### src/rtl/stopwatch_pkg.sv
// ---------------------------------------------------------------------------
// stopwatch_pkg
//   Shared types and constants for the SS.CC BCD stopwatch.
//   - sw_state_e            : control FSM state encoding (IDLE / RUN / PAUSE)
//   - DIGIT_MAX             : terminal value of a decimal digit (9)
//   - SEC_TENS_MAX_DEFAULT  : default terminal value of the seconds-tens digit
//   - NUM_DIGITS            : number of displayed digits
// ---------------------------------------------------------------------------
package stopwatch_pkg;

    typedef enum logic [1:0] {
        ST_IDLE  = 2'd0,
        ST_RUN   = 2'd1,
        ST_PAUSE = 2'd2
    } sw_state_e;

    localparam logic [3:0] DIGIT_MAX            = 4'd9;
    localparam int         SEC_TENS_MAX_DEFAULT = 5;
    localparam int         NUM_DIGITS           = 4;

endpackage

### src/rtl/stopwatch_bcd_if.sv
// ---------------------------------------------------------------------------
// stopwatch_bcd_if
//   Bundles the stopwatch control inputs and display outputs.
//   Control (driven by master):  clk_div_in, start_stop, lap, clear
//   Display (driven by slave):   sec_tens, sec_ones, csec_tens, csec_ones,
//                                running, lap_active, wrap
//   modport master : upstream control logic / display consumer
//   modport slave  : the stopwatch itself
// ---------------------------------------------------------------------------
interface stopwatch_bcd_if;

    logic       clk_div_in;
    logic       start_stop;
    logic       lap;
    logic       clear;

    logic [3:0] sec_tens;
    logic [3:0] sec_ones;
    logic [3:0] csec_tens;
    logic [3:0] csec_ones;
    logic       running;
    logic       lap_active;
    logic       wrap;

    modport master (
        output clk_div_in, start_stop, lap, clear,
        input  sec_tens, sec_ones, csec_tens, csec_ones,
        input  running, lap_active, wrap
    );

    modport slave (
        input  clk_div_in, start_stop, lap, clear,
        output sec_tens, sec_ones, csec_tens, csec_ones,
        output running, lap_active, wrap
    );

endinterface

### src/rtl/bcd_digit_cnt.sv
// ---------------------------------------------------------------------------
// bcd_digit_cnt
//   One mod-(MAX+1) BCD digit with ripple carry.
//   Ports:
//     clk, rst_n : clock, asynchronous active-low reset
//     clr_i      : synchronous clear to 0 (wins over counting)
//     en_i       : count-event qualifier shared by the whole digit chain
//     cin_i      : carry in from the lower digit (tie high for the LSD)
//     q_o        : current digit value
//     cout_o     : carry out, high when this digit is about to roll over
// ---------------------------------------------------------------------------
module bcd_digit_cnt
    import stopwatch_pkg::*;
#(
    parameter logic [3:0] MAX = DIGIT_MAX
) (
    input  logic       clk,
    input  logic       rst_n,
    input  logic       clr_i,
    input  logic       en_i,
    input  logic       cin_i,
    output logic [3:0] q_o,
    output logic       cout_o
);

    logic [3:0] q_q;
    logic [3:0] q_d;
    logic       at_max;

    // >= rather than == so an out-of-range value can only ever fall back to 0.
    assign at_max = (q_q >= MAX);

    always_comb begin
        q_d = q_q;
        if (clr_i) begin
            q_d = 4'd0;
        end else if (en_i && cin_i) begin
            q_d = at_max ? 4'd0 : q_q + 4'd1;
        end
    end

    always_ff @(posedge clk or negedge rst_n) begin
        if (!rst_n) begin
            q_q <= 4'd0;
        end else begin
            q_q <= q_d;
        end
    end

    assign q_o    = q_q;
    assign cout_o = cin_i && at_max;

endmodule

### src/rtl/stopwatch_bcd.sv
// ---------------------------------------------------------------------------
// stopwatch_bcd
//   SS.CC BCD stopwatch counting rising edges of an external divided clock.
//   Ports:
//     clk   : system clock, rising edge
//     rst_n : asynchronous active-low reset
//     bus   : stopwatch_bcd_if.slave
//             in : clk_div_in (async count events), start_stop, lap, clear
//                  (one-cycle pulses)
//             out: sec_tens/sec_ones/csec_tens/csec_ones (BCD display),
//                  running, lap_active, wrap (one-cycle rollover pulse)
//   Parameters:
//     SYNC_STAGES  : synchroniser depth on clk_div_in (2..3)
//     SEC_TENS_MAX : terminal value of the seconds-tens digit
// ---------------------------------------------------------------------------
module stopwatch_bcd
    import stopwatch_pkg::*;
#(
    parameter int SYNC_STAGES  = 2,
    parameter int SEC_TENS_MAX = SEC_TENS_MAX_DEFAULT
) (
    input  logic            clk,
    input  logic            rst_n,
    stopwatch_bcd_if.slave  bus
);

    // ---------------- synchroniser + rising-edge detector ----------------
    logic [SYNC_STAGES-1:0] sync_q;
    logic [SYNC_STAGES-1:0] sync_d;
    logic                   edge_q;
    logic                   tick;

    assign sync_d[0] = bus.clk_div_in;

    genvar gi;
    generate
        for (gi = 1; gi < SYNC_STAGES; gi++) begin : g_sync
            assign sync_d[gi] = sync_q[gi-1];
        end
    endgenerate

    always_ff @(posedge clk or negedge rst_n) begin
        if (!rst_n) begin
            sync_q <= '0;
            edge_q <= 1'b0;
        end else begin
            sync_q <= sync_d;
            edge_q <= sync_q[SYNC_STAGES-1];
        end
    end

    assign tick = sync_q[SYNC_STAGES-1] && !edge_q;

    // ---------------- digit chain ----------------
    sw_state_e                  state_q;
    logic                       running_q;
    logic                       lap_active_q;
    logic                       wrap_q;
    logic [NUM_DIGITS-1:0][3:0] cnt;       // [0]=csec_ones ... [3]=sec_tens
    logic [NUM_DIGITS-1:0][3:0] lap_cap_q;
    logic [NUM_DIGITS:0]        carry;
    logic                       tick_en;
    logic                       cnt_clr;

    // Qualified by the pre-update state: a tick arriving with a stop pulse
    // is still counted, one arriving with a start pulse is not.
    assign tick_en  = tick && (state_q == ST_RUN);
    assign cnt_clr  = bus.clear && (state_q != ST_RUN);
    assign carry[0] = 1'b1;

    generate
        for (gi = 0; gi < NUM_DIGITS; gi++) begin : g_digit
            localparam logic [3:0] LIM = (gi == NUM_DIGITS - 1) ?
                                         4'(SEC_TENS_MAX) : DIGIT_MAX;
            bcd_digit_cnt #(
                .MAX (LIM)
            ) u_digit (
                .clk    (clk),
                .rst_n  (rst_n),
                .clr_i  (cnt_clr),
                .en_i   (tick_en),
                .cin_i  (carry[gi]),
                .q_o    (cnt[gi]),
                .cout_o (carry[gi+1])
            );
        end
    endgenerate

    // ---------------- control FSM + lap capture ----------------
    // Priority within one cycle: clear > start_stop > lap. In RUN clear is
    // ignored, so start_stop/lap are still evaluated there.
    always_ff @(posedge clk or negedge rst_n) begin
        if (!rst_n) begin
            state_q      <= ST_IDLE;
            running_q    <= 1'b0;
            lap_active_q <= 1'b0;
            wrap_q       <= 1'b0;
            lap_cap_q    <= '0;
        end else begin
            // carry out of the top digit on a counted tick == rollover to 00.00
            wrap_q <= tick_en && carry[NUM_DIGITS];
            unique case (state_q)
                ST_RUN: begin
                    if (bus.start_stop) begin
                        state_q   <= ST_PAUSE;
                        running_q <= 1'b0;
                    end else if (bus.lap) begin
                        if (lap_active_q) begin
                            lap_active_q <= 1'b0;
                        end else begin
                            lap_cap_q    <= cnt;
                            lap_active_q <= 1'b1;
                        end
                    end
                end
                ST_IDLE, ST_PAUSE: begin
                    if (bus.clear) begin
                        state_q      <= ST_IDLE;
                        running_q    <= 1'b0;
                        lap_active_q <= 1'b0;
                        lap_cap_q    <= '0;
                    end else if (bus.start_stop) begin
                        state_q   <= ST_RUN;
                        running_q <= 1'b1;
                    end else if (bus.lap && (state_q == ST_PAUSE)) begin
                        lap_active_q <= 1'b0;
                    end
                end
                default: begin
                    state_q      <= ST_IDLE;
                    running_q    <= 1'b0;
                    lap_active_q <= 1'b0;
                end
            endcase
        end
    end

    // ---------------- outputs ----------------
    // Both sources are registers, so the live path adds no latency.
    logic [NUM_DIGITS-1:0][3:0] disp;

    assign disp           = lap_active_q ? lap_cap_q : cnt;
    assign bus.csec_ones  = disp[0];
    assign bus.csec_tens  = disp[1];
    assign bus.sec_ones   = disp[2];
    assign bus.sec_tens   = disp[3];
    assign bus.running    = running_q;
    assign bus.lap_active = lap_active_q;
    assign bus.wrap       = wrap_q;

endmodule

### src/flat_wrapper.sv
// flat-port wrapper written by rule: the top's interface ports become plain ports
module stopwatch_bcd_flat import stopwatch_pkg::*;
#(
    parameter int SYNC_STAGES  = 2,
    parameter int SEC_TENS_MAX = SEC_TENS_MAX_DEFAULT
)
  (clk, rst_n, bus_clk_div_in, bus_start_stop, bus_lap, bus_clear, bus_sec_tens, bus_sec_ones, bus_csec_tens, bus_csec_ones, bus_running, bus_lap_active, bus_wrap);
  stopwatch_bcd_if bus_i ();
  input  logic clk;
  input  logic rst_n;
  input wire logic [$bits(bus_i.clk_div_in)-1:0] bus_clk_div_in;
  input wire logic [$bits(bus_i.start_stop)-1:0] bus_start_stop;
  input wire logic [$bits(bus_i.lap)-1:0] bus_lap;
  input wire logic [$bits(bus_i.clear)-1:0] bus_clear;
  output wire logic [$bits(bus_i.sec_tens)-1:0] bus_sec_tens;
  output wire logic [$bits(bus_i.sec_ones)-1:0] bus_sec_ones;
  output wire logic [$bits(bus_i.csec_tens)-1:0] bus_csec_tens;
  output wire logic [$bits(bus_i.csec_ones)-1:0] bus_csec_ones;
  output wire logic [$bits(bus_i.running)-1:0] bus_running;
  output wire logic [$bits(bus_i.lap_active)-1:0] bus_lap_active;
  output wire logic [$bits(bus_i.wrap)-1:0] bus_wrap;
  assign bus_i.clk_div_in = bus_clk_div_in;
  assign bus_i.start_stop = bus_start_stop;
  assign bus_i.lap = bus_lap;
  assign bus_i.clear = bus_clear;
  assign bus_sec_tens = bus_i.sec_tens;
  assign bus_sec_ones = bus_i.sec_ones;
  assign bus_csec_tens = bus_i.csec_tens;
  assign bus_csec_ones = bus_i.csec_ones;
  assign bus_running = bus_i.running;
  assign bus_lap_active = bus_i.lap_active;
  assign bus_wrap = bus_i.wrap;
  stopwatch_bcd #(.SYNC_STAGES(SYNC_STAGES), .SEC_TENS_MAX(SEC_TENS_MAX)) u_core (.clk(clk), .rst_n(rst_n), .bus(bus_i));
endmodule
### config.mk
export PLATFORM = sky130hd
export DESIGN_NAME = stopwatch_bcd_flat
export DESIGN_NICKNAME = d
export VERILOG_FILES = /design/src/rtl/stopwatch_pkg.sv /design/src/rtl/stopwatch_bcd_if.sv /design/src/rtl/bcd_digit_cnt.sv /design/src/rtl/stopwatch_bcd.sv /design/src/flat_wrapper.sv
export SDC_FILE = /design/constraint.sdc
export NUM_CORES = 1
export LEC_CHECK = 0
export CORE_MARGIN = 8
export CORE_UTILIZATION = 50
export CTS_CLUSTER_SIZE = 30
export DETAILED_ROUTE_END_ITERATION = 16
export GPL_ROUTABILITY_DRIVEN = 0
export GPL_TIMING_DRIVEN = 0
export PLACE_DENSITY = 0.83
export SLEW_MARGIN = 40
export SYNTH_ARGS = -nofsm -noshare
export SYNTH_HDL_FRONTEND = slang
export SYNTH_SLANG_ARGS = --single-unit
export TNS_END_PERCENT = 20
### constraint.sdc
create_clock -name clk -period 1.8 [get_ports clk]
set_input_delay 0.18 -clock clk [delete_from_list [all_inputs] [get_ports clk]]
set_output_delay 0.18 -clock clk [all_outputs]
set_load 0.02 [all_outputs]
==> impl_metrics.py <==
metrics = {
    "hold_path": {
        "hp-class": "input port to flip-flop",
        "hold_path_depth": 1,
    },
    "clocking": {
        "cts_root_buf": "clkbuf_8",
        "cts_sinks": 40,
        "numCtsBuffers": 5,
        "htree_levels": 2,
        "ctsLongestPathBuffers": 2,
        "cts_tree": "yes",
        "clk_pin_slew_worst_paths_ns": 0.07,
        "clk_latency_ns": 0.29,
    },
    "sta": {
        "hold_violations": 0,
        "period_minus_slack_ns": 1.89,
        "rsz0062_at_grt": "true",
        "final.setup.worst_slack_ns": -0.0933,
        "timing.fmax_mhz": 528,
        "worst_pin_slew_ns": 0.506,
        "skew_ns": 0.00338,
        "fin_crit_sh": 1.05,
        "setup_viol": 2,
        "maxSlewHeadroom": 0.663,
        "drv_slew": 0,
    },
    "floorplan": {
        "coreArea_um2": 4000,
        "fp.dieH_um": 80.5,
        "fp.dieW_um": 80.5,
        "initial_core_util": 0.519,
        "row_count": 23,
        "die_area_um2": 6470,
        "ioPinCount": 25,
    },
    "route": {
        "drt-initial-drc-count": 131,
        "wl_mm": 4.69,
        "ant_nets": 0,
        "vias": 1694,
        "drc": 0,
        "via_per_inst": 5.88,
        "routedWlPerCell_um": 16.3,
        "drt_pass1_iterations": 4,
    },
    "logic_synthesis": {
        "synth_area_leaders": "dfrtp_1, a32o_1, ha_1",
        "syn_area_per_cell_um2": 10.4,
        "yosys.area.top_type_share": 0.482,
        "yosysWarningCount": 0,
        "synth_area_um2": 2080,
        "ys_ff_latch": 40,
        "ys_seq_area_frac": 0.482,
        "synthDistinctLibCells": 38,
        "synth.net_count": 217,
        "syn_inst": 199,
        "synth_top_area_cell": "dfrtp_1",
    },
    "finish": {
        "antenna_cells": 0,
        "area.growth.synth_to_final_pct": 25.2,
        "nets": 256,
        "layout-drive-gt1-share": 0.210,
    },
    "pwr": {
        "p_per_area_nw_per_um2": 763,
        "p_total_w": 0.00198,
        "ir_drop_v": 0.000441,
        "p_leak_nw": 1.22,
    },
    "global_routing": {
        "grt_first_pass_wirelength_mm": 7.59,
        "grt_max_degree": 41,
        "grt-ovfl-total": 0,
        "grt_pass1_vias": 1638,
        "grt_antenna_before_repair": 0,
        "grtUsageTotal": 0.150,
    },
    "critical_path": {
        "critPathArrivalTime_ns": 2.11,
        "cp_cell_sequence": "inv_2, ha_2, or3b_4, and3_4, nand3b_4, or4b_1, a21oi_1",
        "end_kind": "flip-flop",
        "reg2reg_depth": 7,
        "cp-start-kind": "flip-flop",
        "worstSetupPathType": "flip-flop to flip-flop",
        "required_ns": 2.01,
        "slowest_delay_ns": 0.47,
        "cp_slowest_cell": "or4b_1",
        "crit_fanout": 7,
    },
    "placement": {
        "port_buffers": 24,
        "dp_hpwl_mm": 3.17,
        "pre_cts_slack_ns": -0.533,
    },
    "run": {
        "maxCapViolCount": 0,
    },
    "outcome": {
        "status": "complete, but fails checks",
        "violations": "negative setup slack",
    },
}
## routing by layer
metal | GRT usage | part of all wire | vias up
met4 | 0.0509 | 0.013 | 0
met1 | 0.179 | 0.43 | 831
met2 | 0.251 | 0.50 | 45
met5 | 0 | 0 | -
met3 | 0.0413 | 0.063 | 7
li1 | - | - | 811
## flip-flops by register name, indices dropped and copies added, names as in the netlist
register	flops
u_core.lap_cap_q	16
u_core.edge_q	1
u_core.bus.wrap	1
u_core.state_q	2
u_core.sync_q	2
u_core.g_digit.u_digit.q_o	16
u_core.bus.running	1
u_core.bus.lap_active	1
## repair_timing
item / 4_1_cts / 5_1_grt
buffers inserted: 7 / 1
pin swaps: 1 / 3
setup endpoints to repair: 44 / 32
hold buffers: 1 / 0
cloned: 0 / 0
resized for setup: 64 / 15
endpoints found under the hold margin: 40 / 0
## critical path, delay by kind of cell (launching register included)
family	cells	cell delay [ns]
AO/OA/AOI/OAI	1	0.13
adder cells (fa/ha/maj)	1	0.17
buffers and inverters	1	0.06
AND/OR/NAND/NOR	4	1.06
flip-flops	1	0.39
## cell usage after synthesis (all sizes together)
master   number
o31ai         4
or3b          1
and2          1
a31o          1
or3           1
nand4         1
xnor2         2
buf           1
ha           12
inv          11
or4b          2
nor2b         2
nand3        12
mux2i         1
o21ai        18
nand3b        3
or2b          1
mux2          7
a2bb2oi       1
clkbuf       10
o31a          1
nand2        22
nor2          4
a21boi        2
dfrtp        40
a32o         17
nor3          2
o21a          2
and3          3
o22ai         3
a21oi         6
nand2b        2
and4bb        1
a41oi         1
o41ai         1
## per-stage QoR
stage	instance area, µm²	hold slack [ns]	std cells	setup TNS (ns)	util
6_report	2600	0.328	288	-0.133	0.650
5_1_grt	2600	0.317	288	-0.345	0.650
4_1_cts	2570	0.325	288	-0.351	0.643
3_5_place_dp	2380	0.187	273	-12.12	0.596
3_3_place_gp	2380	0.333	273	-28.47	0.596
2_1_floorplan	2080	-0.116	199	-0.215	-
## area by class of cell
type,count,area [µm²]
inverter,11,41.3
buffer,10,56.3
multi-input combinational,137,1030
clock buffer,7,96.3
tap,50,62.6
fill,319,1400
timing repair buffer,33,314
sequential,40,1000
## cells by family after synthesis
family                   count (synthesis)  synth area share
AO/OA/AOI/OAI                           57             0.199
XOR/XNOR                                 2           0.00844
adder cells (fa/ha/maj)                 12            0.0723
buffers and inverters                   22            0.0434
flip-flops                              40             0.482
multiplexers                             8            0.0428
AND/OR/NAND/NOR                         58             0.152
## worst paths after layout
kind	start	slack (ns)	endpoint
max	u_core.g_digit[0].u_digit.q_o[0]$_DFFE_PN0P_	-0.09	u_core.g_digit[3].u_digit.q_o[2]$_DFFE_PN0P_
min	bus_clk_div_in	0.33	u_core.sync_q[0]$_DFF_PN0_
max reg2reg	u_core.g_digit[0].u_digit.q_o[0]$_DFFE_PN0P_	-0.09	u_core.g_digit[3].u_digit.q_o[2]$_DFFE_PN0P_
min reg2reg	u_core.sync_q[0]$_DFF_PN0_	0.36	u_core.sync_q[1]$_DFF_PN0_
max in group asynchronous	rst_n	1.05	u_core.bus.lap_active$_DFFE_PN0P_
min in group asynchronous	rst_n	0.40	u_core.lap_cap_q[13]$_DFFE_PN0P_
## cell usage in the layout (no fill, tap or decap), types with 3 or more instances in the layout
| cell type | Yosys | routed |
|---|---|---|
| buf_4 | 0 | 11 |
| o31ai_1 | 4 | 3 |
| clkdlybuf4s15_2 | 0 | 9 |
| nand2_1 | 21 | 21 |
| mux2_2 | 7 | 7 |
| dfrtp_1 | 40 | 40 |
| o21ai_0 | 18 | 8 |
| o21ai_1 | 0 | 10 |
| clkbuf_2 | 0 | 3 |
| inv_1 | 11 | 9 |
| clkdlybuf4s50_1 | 0 | 7 |
| nand3_1 | 12 | 12 |
| ha_1 | 12 | 10 |
| a32o_1 | 17 | 17 |
| clkbuf_1 | 10 | 3 |
| nor2_1 | 4 | 4 |
| o22ai_1 | 3 | 3 |
| dlygate4sd2_1 | 0 | 7 |
| a21oi_1 | 6 | 6 |
| clkbuf_8 | 0 | 7 |
## power breakdown
group,switching [W],internal [W]
Sequential,0.0000286,0.000929
Clock,0.000294,0.000341
Combinational,0.000234,0.000158
Total,0.000556,0.00143
No activity file was read; power rests on OpenSTA's default activity.
